$ cat src/rtl/l2_request_arbiter.sv
// Round-robin arbiter that hands the single L2 request port to either the
// icache or dcache miss path for the full length of that cache's request.
package l2_request_arbiter_pkg;
  typedef enum logic {LOAD = 1'b0, STORE = 1'b1} memory_operation_e;
endpackage

module l2_request_arbiter
  import l2_request_arbiter_pkg::*;
#(
  parameter int ADDR_WIDTH = 32,
  parameter int XLEN       = 32
) (
  input  logic                  clk,
  input  logic                  reset,
  input  logic                  dcache_req_valid,
  input  memory_operation_e     dcache_req_type,
  input  logic [ADDR_WIDTH-1:0] dcache_req_address,
  input  logic [XLEN-1:0]       dcache_req_wdata,
  output logic                  dcache_req_fulfilled,
  output logic [XLEN-1:0]       dcache_req_rdata,
  input  logic                  icache_req_valid,
  input  logic [ADDR_WIDTH-1:0] icache_req_address,
  output logic                  icache_req_fulfilled,
  output logic [XLEN-1:0]       icache_req_rdata,
  output logic                  l2_req_valid,
  output memory_operation_e     l2_req_type,
  output logic [ADDR_WIDTH-1:0] l2_req_address,
  output logic [XLEN-1:0]       l2_req_wdata,
  input  logic                  l2_req_fulfilled,
  input  logic [XLEN-1:0]       l2_req_rdata,
  output logic                  protocol_error
);

  typedef enum logic [1:0] {ST_IDLE, ST_GRANT_D, ST_GRANT_I} state_e;

  state_e state_q, state_d;
  logic   last_grant_q, last_grant_d;  // 1 = icache was granted last
  logic   protocol_error_q, protocol_error_d;

  always_ff @(posedge clk) begin
    if (reset) begin
      state_q          <= ST_IDLE;
      last_grant_q     <= 1'b1;
      protocol_error_q <= 1'b0;
    end else begin
      state_q          <= state_d;
      last_grant_q     <= last_grant_d;
      protocol_error_q <= protocol_error_d;
    end
  end

  // Owners are never preempted; a release with the other side waiting hands
  // off directly without passing through idle.
  always_comb begin
    state_d      = state_q;
    last_grant_d = last_grant_q;
    case (state_q)
      ST_IDLE: begin
        if (dcache_req_valid && icache_req_valid)
          state_d = last_grant_q ? ST_GRANT_D : ST_GRANT_I;
        else if (dcache_req_valid)
          state_d = ST_GRANT_D;
        else if (icache_req_valid)
          state_d = ST_GRANT_I;
      end
      ST_GRANT_D: if (!dcache_req_valid) state_d = icache_req_valid ? ST_GRANT_I : ST_IDLE;
      ST_GRANT_I: if (!icache_req_valid) state_d = dcache_req_valid ? ST_GRANT_D : ST_IDLE;
      default:    state_d = ST_IDLE;
    endcase
    if (state_d == ST_GRANT_D) last_grant_d = 1'b0;
    if (state_d == ST_GRANT_I) last_grant_d = 1'b1;
  end

  // Fulfilled is only forwarded while the owner's valid is high, so a pulse
  // landing on a release cycle is treated as stray rather than delivered.
  always_comb begin
    l2_req_valid         = 1'b0;
    l2_req_type          = LOAD;
    l2_req_address       = '0;
    l2_req_wdata         = '0;
    dcache_req_fulfilled = 1'b0;
    icache_req_fulfilled = 1'b0;
    if (!reset) begin
      case (state_q)
        ST_GRANT_D: begin
          l2_req_valid         = dcache_req_valid;
          l2_req_type          = dcache_req_type;
          l2_req_address       = dcache_req_address;
          l2_req_wdata         = dcache_req_wdata;
          dcache_req_fulfilled = dcache_req_valid & l2_req_fulfilled;
        end
        ST_GRANT_I: begin
          l2_req_valid         = icache_req_valid;
          l2_req_address       = icache_req_address;
          icache_req_fulfilled = icache_req_valid & l2_req_fulfilled;
        end
        default: ;
      endcase
    end
  end

  always_comb begin
    protocol_error_d = protocol_error_q | (l2_req_fulfilled & ~l2_req_valid);
  end

  assign protocol_error   = protocol_error_q;
  assign dcache_req_rdata = l2_req_rdata;
  assign icache_req_rdata = l2_req_rdata;

endmodule

$ cat config.mk
export PLATFORM = sky130hd
export DESIGN_NAME = l2_request_arbiter
export DESIGN_NICKNAME = d
export VERILOG_FILES = /design/src/rtl/l2_request_arbiter.sv
export SDC_FILE = /design/constraint.sdc
export NUM_CORES = 1
export LEC_CHECK = 0
export CORE_AREA = 10 10 94 96
export DETAILED_ROUTE_END_ITERATION = 8
export DIE_AREA = 0 0 104 106
export GPL_TIMING_DRIVEN = 0
export PLACE_DENSITY = 0.82
export SKIP_LAST_GASP = 1
export SYNTH_ARGS = -nofsm -noshare
export SYNTH_HDL_FRONTEND = slang
export SYNTH_SLANG_ARGS = --single-unit
$ cat constraint.sdc
create_clock -name clk -period 4.6 [get_ports clk]
set_input_delay 1.38 -clock clk [delete_from_list [all_inputs] [get_ports clk]]
set_output_delay 1.38 -clock clk [all_outputs]
set_load 0.02 [all_outputs]
==> qor.yml <==
cts:
  postCtsSetupRepairBufs: 0
  numCtsBuffers: 3
  htreeDepth: 1
  clockBufferDepth: 2
  cts_sinks: 4
  clk_latency_ns: 0.21
  cts_resized: 11
  cts_root_buf: "clkbuf_8"
  hold_buffers: 0
  cts_tree: "built"
  path_clk_slew_ns: 0.03
hold_path:
  min_from: "protocol_error"
  min_path_type: "reg -> reg"
  hold_depth: 2
  worstHoldEndpoint: "protocol_error"
synth:
  synthArstFlopShare: 0
  synthXorXnorAreaFrac: 0
  synth.top_cell.area_share: 0.3398
  synth_seq_cells: 4
  syn_nets: 354
  yosys.area_share.simple: 0.2796
  synthesis.area_um2: 1414
  synthTopCellsByCount: "buf_4 (64), nor2_1 (35), and3_1 (34), a22oi_1 (33), clkbuf_1 (10)"
  synth_top_cell_by_area: "buf_4"
  synth_ff_type: "dfxtp_1"
  synthMuxAreaShare: 0
  synth.avg_cell_area_um2: 6.546
  synth_compound_area_frac: 0.2212
  synth_top_family_by_area: "buffers and inverters"
  synth_edf_count: 0
  synth_fa_ha_area_frac: 0.03540
  synth_area_leaders: "buf_4 (34%), a22oi_1 (18%), and3_1 (15%), nor2_1 (9.3%), dfxtp_1 (5.7%)"
  yosys.cell_count.top_type: "buf_4"
  ys_types: 20
  syn_inst: 216
  yosys_warnings: 0
  yosysSeqAreaShare: 0.05664
timing:
  max_slew_margin: 0.6956
  hold_viol: 0
  skew_ns: 0.002053
  tightest_slew_ns: 0.4566
  drv_slew: 0
  rsz0062_at_grt: "false"
  finalCriticalPeriod_ns: 4.489
  finalCritPeriodShare: 0.9758
  fin_setup_tns_ns: 0
  fmaxAchievable_ghz: 0.2228
  finalSetupViolCount: 0
detailed_routing:
  wl_per_cell_um: 19.35
  vias: 2405
  first_pass_iters: 4
  routed_wl_um: 10680
  drt_iter0_drc: 50
  drc: 0
  ant_nets: 0
  drt-vias-per-instance: 4.357
run_status:
  status: "finished clean"
finish:
  fillers: 652
  final-seq-area_um2: 80.08
  antenna_cells: 0
  multi_input_area_um2: 760.7
  instances_no_fill: 552
  design_area_um2: 3976
  num-nets-final: 593
  drive_gt1_frac: 0.1788
  area_growth_pct: 181.2
grt:
  grt_max_degree: 11
  overflow: 0
  track_usage: 0.1741
  antenna_found_initial: 0
  grt_pass1_wl_um: 15560
  grt_pass1_vias: 2523
place:
  globalplace.congestion: 0.8695
  dpl.cell_count: 549
  hpwl_um: 9610
  placed_area_um2: 3880
  numPortBuffers: 234
setup_path:
  end_kind: "output pin"
  timing.rr.end: "last_grant_q"
  worstPathRequired_ns: 3.22
  r2r_start: "state_q[0]"
  crit_fanout: 10
  r2r_cells: 7
  crit_top_cell: "clkdlybuf4s50_1"
  cpMaxStageDelayCell: "clkdlybuf4s50_1"
  critPathLaunchType: "input port"
  crit_chain: "clkdlybuf4s50_1 > inv_2 > clkbuf_2 > and3_1 > clkdlybuf4s50_1"
  regToRegSetupSlack_ns: 2.86
  path_class: "in -> out"
  worstPathArrival_ns: 3.11
  crit_path_max_incr_delay_ns: 0.63
floorplan:
  io_pins: 267
  dieWidth_um: 104
  core_um2: 7059
  initial_core_util: 0.2003
  row_count: 31
  dieHeight_um: 106
  die_area_um2: 11020
pwr:
  combPwrFrac: 0.820
  ir_drop_uv: 205.9
  netSwitchingPower_w: 0.0002876
  switching_share: 0.4277
  seqPwrFrac: 0.074
  pwr-share-clk: 0.105
  p_int_w: 0.0003847
  power.leakage_nw: 2.104
  p_per_area_nw_per_um2: 169.1
flow_run:
  cap_violations: 0
## how the worst max path moves through the flow
stage                      from            endpoint  slack [ns]  cells after the start
after floorplan           reset  l2_req_address[21]        1.10                      4
after global placement    reset  l2_req_address[30]       -0.19                      6
after detailed placement  reset  l2_req_address[26]       -0.18                      6
after CTS                 reset    l2_req_wdata[27]        0.01                      5
after global routing      reset    l2_req_wdata[22]        0.04                      5
final                     reset    l2_req_wdata[10]        0.11                      5
## power groups by stage
stage	sequential, W	combinational (W)	clock [W]
3_3_place_gp	0.0000496	0.000546	0
2_1_floorplan	0.0000492	0.000288	0
4_1_cts	0.0000499	0.000558	0.0000736
6_report	0.0000500	0.000551	0.0000708
3_5_place_dp	0.0000503	0.000557	0
5_1_grt	0.0000510	0.000594	0.0000759
## routing by layer
layer | vias to the layer above | global-route usage | wire length, µm
met4 | 0 | 0.03678 | 218
met2 | 141 | 0.3311 | 5587
met1 | 1087 | 0.1666 | 3652
li1 | 1163 | - | -
met3 | 14 | 0.08454 | 1224
met5 | - | 0 | 0
## per-stage QoR
| step | util | hold WS (ns) | worst slack [ns] | power [W] |
|---|---|---|---|---|
| 2_1_floorplan | - | 0.4875 | 1.104 | 0.0003367 |
| 3_3_place_gp | 0.5496 | 0.4436 | -0.1862 | 0.0005954 |
| 3_5_place_dp | 0.5496 | 0.4515 | -0.1822 | 0.0006069 |
| 4_1_cts | 0.5549 | 0.4592 | 0.01236 | 0.0006819 |
| 5_1_grt | 0.5633 | 0.4749 | 0.03646 | 0.0007211 |
| 6_report | 0.5633 | 0.4604 | 0.1112 | 0.0006723 |
## registers in the layout, indices dropped and copies added (netlist names)
signal          cells
state_q             2
last_grant_q        1
protocol_error      1
## layout by cell type (no fill, tap or decap), drive strengths merged
master,count
clkdlybuf4s50,204
buf,71
nor2,35
and3,34
a22oi,33
dlymetal6s2s,22
clkbuf,13
dlygate4sd2,8
inv,6
ha,4
dfxtp,4
o21ai,4
a21oi,3
nand2,3
and4,2
nand2b,2
nor3,2
o22ai,1
a221oi,1
a32oi,1
## cell families (layout without fill, tap and decap cells)
group / after synthesis / in the layout
fa+ha+maj: 4 / 4
buf+inv: 87 / 324
simple gates: 78 / 78
flops: 4 / 4
compound gates: 43 / 43
## worst max-delay path, delay by kind of cell
| kind | cells | cell delay [ns] |
|---|---|---|
| buf+inv | 4 | 1.52 |
| simple gates | 1 | 0.21 |
## layout make-up
| cell class | count | area share |
|---|---|---|
| inverter | 6 | 0.005664 |
| timing repair buffer | 234 | 0.6004 |
| tap | 99 | 0.03115 |
| sequential | 4 | 0.02014 |
| buffer | 81 | 0.1410 |
| clock buffer | 3 | 0.01038 |
| multi-input combinational | 125 | 0.1913 |
No activity file was read; power rests on OpenSTA's default activity.
